$ cat src/rtl/pc_sequencer.sv
// ============================================================================
// Module   : pc_sequencer
// Brief    : Two-phase fetch/execute sequencer and program counter for the
//            nibble processor. Supports increment, absolute jump and halt.
//            The optional return-address stack is built when the macro
//            CALL_STACK_EN is defined.
// Revision : 1.0 - initial release
// ============================================================================
`default_nettype none

module pc_sequencer #(
  parameter int ADDR_W      = 12,
  parameter int STACK_DEPTH = 4
) (
  input  logic              clk_i,
  input  logic              reset_i,      // synchronous, active-low
  input  logic              enable_i,
  input  logic              inc_en_i,
  input  logic              load_en_i,
  input  logic [ADDR_W-1:0] load_addr_i,
  input  logic              halt_req_i,
  input  logic              call_en_i,
  input  logic              ret_en_i,
  output logic [ADDR_W-1:0] pc_addr_o,
  output logic              phase_o,
  output logic              halted_o,
  output logic              wrapped_o,
  output logic              stack_err_o
);

  typedef enum logic [1:0] {
    S_FETCH = 2'd0,
    S_EXEC  = 2'd1,
    S_HALT  = 2'd2
  } state_t;

  state_t            state_q, state_d;
  logic [ADDR_W-1:0] pc_q, pc_d;
  logic              wrapped_q, wrapped_d;

  // Increment with carry-out; the carry marks a wrap past all-ones.
  logic [ADDR_W:0]   pc_sum;
  logic [ADDR_W-1:0] pc_inc;
  logic              pc_carry;

  assign pc_sum   = {1'b0, pc_q} + (ADDR_W+1)'(1);
  assign pc_inc   = pc_sum[ADDR_W-1:0];
  assign pc_carry = pc_sum[ADDR_W];

`ifdef CALL_STACK_EN
  localparam int SP_W  = $clog2(STACK_DEPTH + 1);
  localparam int IDX_W = (STACK_DEPTH > 1) ? $clog2(STACK_DEPTH) : 1;

  logic [ADDR_W-1:0] stack_q [STACK_DEPTH];
  logic [SP_W-1:0]   sp_q, sp_d, sp_dec;
  logic              err_q, err_d;
  logic              push_en;

  assign sp_dec = sp_q - SP_W'(1);
`else
  // Call/return controls have no effect without the stack.
  logic unused_stack_inputs;
  assign unused_stack_inputs = ^{call_en_i, ret_en_i};
`endif

  // Next-state and PC update; every register holds unless enable is high.
  always_comb begin
    state_d   = state_q;
    pc_d      = pc_q;
    wrapped_d = wrapped_q;
`ifdef CALL_STACK_EN
    sp_d      = sp_q;
    err_d     = err_q;
    push_en   = 1'b0;
`endif
    if (enable_i) begin
      unique case (state_q)
        S_FETCH: state_d = S_EXEC;
        S_EXEC: begin
          if (halt_req_i) begin
            state_d = S_HALT;
          end else begin
            state_d = S_FETCH;
`ifdef CALL_STACK_EN
            if (ret_en_i) begin
              if (sp_q == '0) begin
                // Underflow: skip past the return instead of popping.
                pc_d      = pc_inc;
                wrapped_d = wrapped_q | pc_carry;
                err_d     = 1'b1;
              end else begin
                pc_d = stack_q[sp_dec[IDX_W-1:0]];
                sp_d = sp_dec;
              end
            end else if (call_en_i) begin
              if (sp_q == SP_W'(STACK_DEPTH)) begin
                // Overflow: the call is dropped and execution falls through.
                pc_d      = pc_inc;
                wrapped_d = wrapped_q | pc_carry;
                err_d     = 1'b1;
              end else begin
                push_en = 1'b1;
                pc_d    = load_addr_i;
                sp_d    = sp_q + SP_W'(1);
              end
            end else
`endif
            if (load_en_i) begin
              pc_d = load_addr_i;
            end else if (inc_en_i) begin
              pc_d      = pc_inc;
              wrapped_d = wrapped_q | pc_carry;
            end
          end
        end
        S_HALT:  state_d = S_HALT;
        default: state_d = S_FETCH;
      endcase
    end
  end

  // Architectural state registers with synchronous active-low reset.
  always_ff @(posedge clk_i) begin
    if (!reset_i) begin
      state_q   <= S_FETCH;
      pc_q      <= '0;
      wrapped_q <= 1'b0;
`ifdef CALL_STACK_EN
      sp_q      <= '0;
      err_q     <= 1'b0;
`endif
    end else begin
      state_q   <= state_d;
      pc_q      <= pc_d;
      wrapped_q <= wrapped_d;
`ifdef CALL_STACK_EN
      sp_q      <= sp_d;
      err_q     <= err_d;
`endif
    end
  end

`ifdef CALL_STACK_EN
  // Return-address storage; contents are deliberately left unreset.
  always_ff @(posedge clk_i) begin
    if (reset_i && push_en) begin
      stack_q[sp_q[IDX_W-1:0]] <= pc_inc;
    end
  end

  assign stack_err_o = err_q;
`else
  assign stack_err_o = 1'b0;
`endif

  assign pc_addr_o = pc_q;
  assign phase_o   = (state_q == S_EXEC);
  assign halted_o  = (state_q == S_HALT);
  assign wrapped_o = wrapped_q;

endmodule

`default_nettype wire
$ cat config.mk
export PLATFORM = sky130hd
export DESIGN_NAME = pc_sequencer
export DESIGN_NICKNAME = d
export VERILOG_FILES = /design/src/rtl/pc_sequencer.sv
export SDC_FILE = /design/constraint.sdc
export NUM_CORES = 1
export LEC_CHECK = 0
export ABC_AREA = 1
export CAP_MARGIN = 5
export CORE_MARGIN = 8
export CORE_UTILIZATION = 25
export CTS_CLUSTER_DIAMETER = 200
export DETAILED_ROUTE_END_ITERATION = 12
export SYNTH_ARGS = -nofsm -noshare
export SYNTH_HDL_FRONTEND = slang
export SYNTH_SLANG_ARGS = --single-unit
$ cat constraint.sdc
create_clock -name clk_i -period 1.4 [get_ports clk_i]
set_input_delay 0.35 -clock clk_i [delete_from_list [all_inputs] [get_ports clk_i]]
set_output_delay 0.35 -clock clk_i [all_outputs]
set_load 0.02 [all_outputs]
[Word-level counts from Yosys, hierarchy flattened]
Cells that the tools add are included.
Storage, ports and cells
  register bits: 15
  output and inout port bits: 16
Cells by class
  add/sub/neg operators: 1
  eq/ne operators: 2
  mux-type cells: 4
  bitwise gates (word level): 3
  reduce and logical (&&, ||, !) cells: 4
Operators with widths (number)
  two-way mux 12 bit: 2
  adder 12 x 1 -> 13 bit (second input constant): 1
  one-hot mux 2 bit (3 select lines): 1
  AND reduction 5 bit: 1
  AND reduction 4 bit: 1
  equality test 2 x 1 -> 1 bit (second input constant): 1
  equality test 2 bit (second input constant): 1
  zero test 2 bit: 1
  two-way mux 2 bit: 1
  NOT 1 bit: 2
  nonzero test 2 bit: 1
  bitwise OR 1 bit: 1

[Logic depth before layout (Yosys ltp)]
Gate-level depths: netlist of the first run.
  depth in word-level cells: 3
  depth in mapped cells: 9

[Worst setup path before layout of the first run]
No wires, ideal clock.
  path kind: flip-flop to flip-flop
  from: register pc_q[0], in the netlist pc_addr_o[0]
  to: register pc_q[8], in the netlist pc_addr_o[8]
  arrival time: 1273 ps
  data required time: 1280 ps
  path slack: 7 ps
  cell stages (with the launch flop): 9
  buffers on the path: 0
  clock period less this slack: 1393 ps
  cells stage by stage: dfxtp_1 ha_1 nand3_1 nor2_2 nand3_1 nand2_1 nand2_1 nand2_1 a21oi_1
Between the ends
  word-level cells in the longest chain between the ends: 3
Ends and longest elaborated chain
  from (decl): RTL line 38  | logic [ADDR_W-1:0] pc_q, pc_d;
  from (signal assigned): RTL line 134  | pc_q <= pc_d;
  adder 12 x 1 -> 13 bit: RTL line 46  | assign pc_sum = {1'b0, pc_q} + (ADDR_W+1)'(1);
  two-way mux 12 bit: RTL line 110  | end else if (inc_en_i) begin
  two-way mux 12 bit: RTL line 108  | if (load_en_i) begin
No other way between the ends. The select of a mux whose other input is x is not followed.
A chain may end at the register's enable or synchronous reset.

[Worst setup path after layout of the first run]
  from: register state_q[1]
  to: output halted_o
Between the ends
  word-level cells in the longest chain between the ends: 1
Ends and longest elaborated chain
  from (decl): RTL line 37  | state_t state_q, state_d;
  from (signal assigned): RTL line 133  | state_q <= state_d;
  equality test 2 bit: RTL line 158  | assign halted_o = (state_q == S_HALT);
  to (decl): RTL line 26  | output logic halted_o,
No other way between the ends.

==> results_dict.tcl, run 1 <==
set metrics [dict create \
    power.share.sequential 0.433 \
    worst-endpoint-arrival_ns 0.99 \
    ff2ff_setup_slack_ns 0.15 \
    synth-seq-cells 15 \
    worst_path_max_delay_cell "sky130_fd_sc_hd__dfxtp_2" \
    post-layout-total-power_mw 1.03 \
    route.vias.total 1160 \
    synth.avg_cell_area_um2 6.29 \
    final.period_utilization 0.957 \
    cell_int_power_uw 750 \
    fin_tns_setup_ns 0 \
    synth.area.top_cells "sky130_fd_sc_hd__dfxtp_1, sky130_fd_sc_hd__nand2_1, sky130_fd_sc_hd__nor2_1, sky130_fd_sc_hd__a21oi_1, sky130_fd_sc_hd__nand3_1" \
    whs_endpoint "wrapped_o" \
    hold_viol_final 0 \
    reg2reg_to "pc_addr_o[8]" \
    area_growth_syn_to_layout_pct 60.7 \
    die_height_um 78.6 \
    share_of_total_power_in_the_clock_network 0.363 \
    synthDistinctLibCells 28 \
    row_count 22 \
    power.density_cell_area_mw_per_mm2 655 \
    clk_root_buffer_cell "sky130_fd_sc_hd__clkbuf_8" \
    antenna_cells_inserted 0 \
    period_needed_ns 1.34 \
    finalMaxSlewViolations 0 \
    drt.antenna.violating_nets 0 \
    cp_slowest_stage_delay_ns 0.35 \
    synth.top_cell.area_share 0.306 \
    die_area_mm2 0.00618 \
    design.final.nets 234 \
    critical_path.reg2reg.startpoint "pc_addr_o[1]" \
    core_region_area_mm2 0.00372 \
    clockBufferDepth 2 \
    clock_buffers_created_by_tritoncts 3 \
    place.port_buffers 32 \
    global_route_wire_length_before_repair_um 5120 \
    layout.cells.most_common "sky130_fd_sc_hd__nand2_1" \
    maxClockFrequency_mhz 746 \
    drt_iter0_drcs 41 \
    hold-path-cell-count 2 \
    post-route-cell-area_mm2 0.00158 \
    setup.worst_path.end_class "output port" \
    area_of_the_mapped_netlist_um2 981 \
    synth_sequential_area_ratio 0.306 \
    initial_utilization 0.264 \
    groute.usage.overall 0.101 \
    p_sw_frac 0.273 \
    cts_tree "done" \
    worst_hold_startpoint "wrapped_o" \
    worstSetupPathType "reg2out" \
    static-leakage-power_nw 0.695 \
    setup_violations 0 \
    drtPass1Iterations 4 \
    synthCells 156 \
    rr_worst_depth 8 \
    drc_errors 0 \
    ir_worst_vdd_mv 0.312 \
    cp.required_ns 1.05 \
    rd_place_congestion 0.832 \
    worstPathMaxFanout 2 \
    p_comb_frac 0.204 \
    yosys_warnings 0 \
    clock_latency_ns 0.25 \
    grt_pass1_vias 1188 \
    layout-drive-gt1-share 0.236 \
    rsz0062_at_grt "false" \
    totalWireLength_um 2980 \
    cts.reportedPaths.clkPinSlew_ns 0.07 \
    max_cap_violations 0 \
    vias_per_cell 4.46 \
    timing.critical_path.cells "inv_1 > nor2_1 > clkdlybuf4s15_2" \
    placedInstanceArea_mm2 0.00151 \
    h_tree_level_count 1 \
    layout_common_cells "sky130_fd_sc_hd__nand2_1, sky130_fd_sc_hd__buf_4, sky130_fd_sc_hd__nor2_1" \
    io-pin-count 36 \
    number_of_antenna_violations_at_the_first_check_in_global_routing 0 \
    avgRoutedWirePerCell_um 11.4 \
    run_status "completed" \
    numClockSinks 15 \
    synth_largest_area_cell "sky130_fd_sc_hd__dfxtp_1" \
    global_route.overflow_total 0 \
    hpwl_um 2340 \
    classification_of_the_worst_slack_hold_path "reg2reg" \
    power.switching_uw 282 \
    hold_ws_ns 0.478 \
    synth.net_count 177 \
    final_skew_ns 0.00176 \
    largest_net_degree_at_the_start_of_global_routing 10 \
    die_x_um 78.6 \
    worstSetupStartpointType "flop" \
]
-- critical path: cells and delay by family, from the launching register on --
family	cells	cell delay (ns)
flops	1	0.35
buf+inv	2	0.31
simple gates	1	0.07
-- layer usage --
layer,wire length [um],vias to the layer above,share of wire,track usage
met5,0,-,0,0
met4,66,0,0.022,0.0519
met3,171,8,0.057,0.0296
met2,1320,22,0.44,0.162
met1,1420,508,0.48,0.121
li1,-,622,-,-
-- cells in the mapped netlist --
cell type	number
sky130_fd_sc_hd__nand2_1	45
sky130_fd_sc_hd__nor2_1	22
sky130_fd_sc_hd__dfxtp_1	15
sky130_fd_sc_hd__a21oi_1	11
sky130_fd_sc_hd__nand3_1	11
sky130_fd_sc_hd__inv_1	6
sky130_fd_sc_hd__o21ai_1	6
sky130_fd_sc_hd__nor2_2	5
sky130_fd_sc_hd__inv_2	4
sky130_fd_sc_hd__o21ai_0	4
sky130_fd_sc_hd__buf_6	3
sky130_fd_sc_hd__nand3b_1	3
sky130_fd_sc_hd__nor3_1	3
sky130_fd_sc_hd__a31oi_1	2
sky130_fd_sc_hd__buf_2	2
sky130_fd_sc_hd__nand4_1	2
sky130_fd_sc_hd__and3_1	1
sky130_fd_sc_hd__buf_4	1
sky130_fd_sc_hd__clkinv_1	1
sky130_fd_sc_hd__conb_1	1
sky130_fd_sc_hd__ha_1	1
sky130_fd_sc_hd__nand2_2	1
sky130_fd_sc_hd__nand3_2	1
sky130_fd_sc_hd__nor2_4	1
sky130_fd_sc_hd__nor3_2	1
sky130_fd_sc_hd__o21ai_2	1
sky130_fd_sc_hd__o22ai_1	1
sky130_fd_sc_hd__o31ai_1	1
-- kinds of logic (layout without fill, tap and decap cells) --
logic type,Yosys count,after routing,synth area share
buffers and inverters,17,73,0.0944
adder cells (fa/ha/maj),1,1,0.0128
flip-flops,15,15,0.306
other,1,1,0.00382
AND/OR/NAND/NOR,96,96,0.440
AO/OA/AOI/OAI,26,26,0.143
-- area by class of cell --
type	instances	area, um2
sequential	15	304
multi-input combinational	124	616
inverter	11	41.3
fill	404	2140
timing repair buffer	58	510
clock buffer	4	45.0
tap	48	60.1
-- power groups by stage --
stage,clock [mW],combinational (mW),sequential (mW)
global route,0.395,0.233,0.448
finish,0.375,0.210,0.447
detailed placement,0,0.217,0.456
CTS,0.382,0.212,0.446
global placement,0,0.217,0.456
floorplan,0,0.0859,0.466
-- worst max path at each step --
stage                 startpoint           end  slack, ns
global placement       load_en_i  pc_addr_o[8]      -0.25
finish                state_q[1]      halted_o       0.06
global route        pc_addr_o[1]  pc_addr_o[8]      0.007
floorplan           pc_addr_o[0]  pc_addr_o[8]      0.007
detailed placement     load_en_i  pc_addr_o[4]      -0.29
CTS                   state_q[1]      halted_o      0.004
-- through the flow --
stage               instances  utilization  setup WS, ns
finish                    260        0.424        0.0596
global route              260        0.424       0.00658
CTS                       260        0.415       0.00412
detailed placement        256        0.405        -0.286
global placement          256        0.405        -0.251
floorplan                 156            -       0.00696
-- flip-flops by register name (all words and copies together), names as in the netlist --
| name | count |
|---|---|
| pc_addr_o | 12 |
| state_q | 2 |
| wrapped_o | 1 |
-- repair_timing --
| action | 4_1_cts | 5_1_grt |
|---|---|---|
| hold buffers | 0 | 0 |
| pin swaps | 0 | 1 |
| endpoints found under the setup margin | 19 | 12 |
| resized for setup | 21 | 14 |
| cloned | 0 | 0 |
| buffers inserted | 0 | 0 |
| endpoints found under the hold margin | 0 | 0 |
Power figures use the tool's default switching activity.
==> run 2, diff against run 1 <==
Settings changed: SKIP_CTS_REPAIR_TIMING set to 1.
==> run 2 against run 1 <==
- first-iteration DRC count down 32%
- flip-flop and latch count is the same
- power increased by 0.24%
- sequential power is essentially flat
- clock power is essentially flat
- cell count stayed put
- via count decreased by 0.34%
- global-route usage shrank 0.052 points
- wire length increased by 0.60%
- core utilization grew 1.1 points
- clock-buffer cell count stayed put
- worst setup slack improved by 0.014 ns
- critical endpoint is now phase_o
- largest cell class unchanged
==> results_dict.tcl, run 2 (synthesis results as in run 1) <==
set metrics [dict create \
    setup.worst_path.end_class "output port" \
    clk_root_buffer_cell "sky130_fd_sc_hd__clkbuf_8" \
    rd_place_congestion 0.832 \
    number_of_antenna_violations_at_the_first_check_in_global_routing 0 \
    totalWireLength_um 2990 \
    setup_violations 0 \
    global_route_wire_length_before_repair_um 5090 \
    post-route-cell-area_mm2 0.00162 \
    hold_ws_ns 0.478 \
    clock_latency_ns 0.25 \
    period_needed_ns 1.33 \
    vias_per_cell 4.45 \
    cell_int_power_uw 755 \
    clock_buffers_created_by_tritoncts 3 \
    drc_errors 0 \
    classification_of_the_worst_slack_hold_path "reg2reg" \
    run_status "completed" \
    initial_utilization 0.264 \
    design.final.nets 234 \
    seqCellArea_um2 303 \
    dp_slack_ns -0.286 \
    worst-endpoint-arrival_ns 0.98 \
    avgRoutedWirePerCell_um 11.5 \
    timing.critical_path.buf_inv 2 \
    p_comb_frac 0.207 \
    route.vias.total 1156 \
    io-pin-count 36 \
    layout.filler_cells 396 \
    top_cell_family_by_delay_on_the_critical_path "flip-flops" \
    final_worst_slack_ns 0.0736 \
    grt_pass1_vias 1193 \
    power.share.sequential 0.431 \
    layout.cells.most_common "sky130_fd_sc_hd__nand2_1" \
    worst_hold_startpoint "wrapped_o" \
    static-leakage-power_nw 0.893 \
    h_tree_level_count 1 \
    p_sw_frac 0.270 \
    cts_tree "done" \
    die_area_mm2 0.00618 \
    groute.usage.overall 0.101 \
    largest_net_degree_at_the_start_of_global_routing 10 \
    final.period_utilization 0.947 \
    finalMaxSlewViolations 0 \
    clockBufferDepth 2 \
    critical_path.reg2reg.startpoint "pc_addr_o[1]" \
    largest_register_ffs 12 \
    die_x_um 78.6 \
    drt.antenna.violating_nets 0 \
    cts.reportedPaths.clkPinSlew_ns 0.07 \
    power.switching_uw 280 \
    area_growth_syn_to_layout_pct 64.8 \
    layout_common_cells "sky130_fd_sc_hd__nand2_1, sky130_fd_sc_hd__buf_4, sky130_fd_sc_hd__nor2_1" \
    worst_path_max_delay_cell "sky130_fd_sc_hd__dfxtp_1" \
    drt_iter0_drcs 28 \
    postLayoutCoreUtil 0.435 \
    cp_slowest_stage_delay_ns 0.36 \
    share_of_total_power_in_the_clock_network 0.361 \
    ir_worst_vdd_mv 0.319 \
    die_height_um 78.6 \
    multiInputGateArea_um2 607 \
    cp.required_ns 1.05 \
    maxClockFrequency_mhz 754 \
    numClockSinks 15 \
    row_count 22 \
    cp-startpoint "state_q[0]" \
    hpwl_um 2340 \
    hold_viol_final 0 \
    global_route.overflow_total 0 \
    timing.critical_path.cells "inv_2 > nor2_4 > dlymetal6s2s_1" \
    placedInstanceArea_mm2 0.00151 \
    drtPass1Iterations 4 \
    place.port_buffers 32 \
    core_region_area_mm2 0.00372 \
    layout-drive-gt1-share 0.222 \
    worstSetupPathType "reg2out" \
    final_skew_ns 0.00262 \
    antenna_cells_inserted 0 \
    power.density_cell_area_mw_per_mm2 640 \
    worstSetupStartpointType "flop" \
    max_cap_violations 0 \
    worstPathMaxFanout 3 \
]
-- run 2: metal layers --
layer / vias up / routed length, um / global-route usage
li1: 619 / - / -
met1: 510 / 1440 / 0.118
met2: 20 / 1330 / 0.162
met3: 7 / 161 / 0.0296
met4: 0 / 70 / 0.0519
met5: - / 0 / 0
-- run 2: path summary, 6_finish.rpt --
path | slack, ns | to | depth (start not counted)
max | 0.07 | phase_o | 3
min reg2reg | 0.48 | wrapped_o | 2
max reg2reg | 0.16 | pc_addr_o[8] | 8
min | 0.48 | wrapped_o | 2
-- run 2: power by group through the flow --
stage               sequential, mW  combinational [mW]  clock (mW)
global placement             0.456               0.217           0
global route                 0.448               0.237       0.395
floorplan                    0.466              0.0859           0
CTS                          0.446               0.219       0.382
detailed placement           0.456               0.217           0
finish                       0.446               0.214       0.374
-- run 2: metrics by stage --
| stage | TNS [ns] | cells | total power, mW |
|---|---|---|---|
| after CTS | -2.96 | 260 | 1.05 |
| after global routing | -0.00223 | 260 | 1.08 |
| after floorplan | 0 | 156 | 0.552 |
| final | 0 | 260 | 1.03 |
| after detailed placement | -3.24 | 256 | 0.673 |
| after global placement | -2.84 | 256 | 0.673 |
-- run 2: worst min-delay path, delay by kind of cell, from the launching register on --
family / cells / cell delay (ns)
flops: 1 / 0.33
simple gates: 1 / 0.07
compound gates: 1 / 0.04
-- run 2: area by class of cell --
type	instances	area share
Multi-Input combinational cell	124	0.375
Clock buffer	4	0.0279
Sequential cell	15	0.187
Timing Repair Buffer	58	0.347
Inverter	11	0.0255
Tap cell	48	0.0372
==> run 3, diff against run 2 <==
Settings changed: CORE_ASPECT_RATIO set to 0.5.
==> run 3 against run 2 <==
- global-route usage barely moved
- power rose by 0.97%
- sequential share of layout area down 0.52 points
- worst setup slack better by 0.0066 ns
- register-to-register slack worse by 0.03 ns
- clock skew decreased by 0.00063 ns
- core utilization is essentially flat
- combinational power is 8% higher
- clock power fell by 2%
- critical endpoint is now halted_o
- highest routed layer unchanged
==> results_dict.tcl, run 3 (synthesis results as in run 1) <==
set metrics [dict create \
    setup.worst_path.end_class "output port" \
    global_route_wire_length_before_repair_um 5180 \
    core_region_area_mm2 0.00382 \
    drc_errors 0 \
    groute.usage.overall 0.101 \
    finalMaxSlewViolations 0 \
    number_of_antenna_violations_at_the_first_check_in_global_routing 0 \
    layout_common_cells "sky130_fd_sc_hd__nand2_1, sky130_fd_sc_hd__buf_4, sky130_fd_sc_hd__nor2_1" \
    final_skew_ns 0.00199 \
    grt_pass1_vias 1151 \
    final.period_utilization 0.943 \
    post-layout-total-power_mw 1.04 \
    avgRoutedWirePerCell_um 11.8 \
    place.port_buffers 32 \
    worst-endpoint-arrival_ns 0.97 \
    die_x_um 105 \
    rd_place_congestion 0.830 \
    io-pin-count 36 \
    setup_violations 0 \
    largest_register_ffs 12 \
    layout.cells.most_common "sky130_fd_sc_hd__nand2_1" \
    numClockSinks 15 \
    drt_iter0_drcs 35 \
    design.final.nets 239 \
    vias_per_cell 4.54 \
    initial_utilization 0.257 \
    area_growth_syn_to_layout_pct 69.5 \
    clock_latency_ns 0.25 \
    worstSetupPathType "reg2out" \
    layout.filler_cells 407 \
    hold_viol_final 0 \
    rsz0062_at_grt "false" \
    clockBufferDepth 2 \
    global_route.overflow_total 0 \
    largest_net_degree_at_the_start_of_global_routing 10 \
    cts.reportedPaths.clkPinSlew_ns 0.07 \
    worstPathMaxFanout 2 \
    static-leakage-power_nw 0.887 \
    route.vias.total 1230 \
    max_cap_violations 0 \
    hpwl_um 2460 \
    drt.antenna.violating_nets 0 \
    run_status "completed" \
    drtPass1Iterations 4 \
    antenna_cells_inserted 0 \
    cts_tree "done" \
    fin_tns_setup_ns 0 \
    worstSetupStartpointType "flop" \
    clk_root_buffer_cell "sky130_fd_sc_hd__clkbuf_8" \
    row_count 16 \
    clock_buffers_created_by_tritoncts 3 \
    power.density_cell_area_mw_per_mm2 628 \
    totalWireLength_um 3200 \
    h_tree_level_count 1 \
    die_height_um 60.3 \
    maxClockFrequency_mhz 758 \
    layout-drive-gt1-share 0.249 \
    die_area_mm2 0.00631 \
    cp.required_ns 1.05 \
    classification_of_the_worst_slack_hold_path "reg2reg" \
    ir_worst_vdd_mv 0.306 \
    period_needed_ns 1.32 \
]
## run 3: per-stage QoR
stage / utilization / setup WS (ns) / cells / cell area (um2) / hold slack (ns)
after detailed placement: 0.407 / -0.248 / 266 / 1560 / 0.462
after global placement: 0.407 / -0.248 / 266 / 1560 / 0.474
after global routing: 0.435 / 0.0129 / 271 / 1660 / 0.515
final: 0.435 / 0.0802 / 271 / 1660 / 0.466
after CTS: 0.419 / -0.355 / 270 / 1600 / 0.480
after floorplan: - / 0.00696 / 156 / 981 / 0.484
## run 3: power by group
| part | leakage (nW) | internal [mW] | switching (mW) |
|---|---|---|---|
| clock | 0.0228 | 0.202 | 0.165 |
| sequential | 0.122 | 0.438 | 0.00832 |
| combinational | 0.742 | 0.123 | 0.108 |
| total | 0.887 | 0.763 | 0.281 |
## run 3: area by class of cell
class | instances | area (um2) | area share
multi-input cells | 124 | 607 | 0.365
inverters | 11 | 46.3 | 0.0278
flip-flops and latches | 15 | 303 | 0.182
repair buffers | 63 | 594 | 0.357
well taps | 54 | 67.6 | 0.0406
clock buffers | 4 | 45.0 | 0.0271
## run 3: worst paths after layout
| check | from | end | slack [ns] | cells past startpoint |
|---|---|---|---|---|
| setup / recovery | state_q[1] | halted_o | 0.08 | 3 |
| hold / removal | wrapped_o | wrapped_o | 0.47 | 2 |
| setup reg to reg | pc_addr_o[0] | pc_addr_o[8] | 0.13 | 8 |
| hold reg to reg | wrapped_o | wrapped_o | 0.47 | 2 |
## run 3: worst max-delay path: stages, from the launching register on
cell and delay, ns:
sky130_fd_sc_hd__dfxtp_1 0.37, sky130_fd_sc_hd__inv_1 0.07, sky130_fd_sc_hd__nor2_1 0.10, sky130_fd_sc_hd__clkbuf_2 0.18
## run 3: per-layer routing
| metal | track usage | part of all wire | vias to the layer above |
|---|---|---|---|
| li1 | - | - | 631 |
| met1 | 0.116 | 0.47 | 570 |
| met2 | 0.178 | 0.47 | 27 |
| met3 | 0.0280 | 0.046 | 2 |
| met4 | 0.0382 | 0.0084 | 0 |
| met5 | 0 | 0 | - |
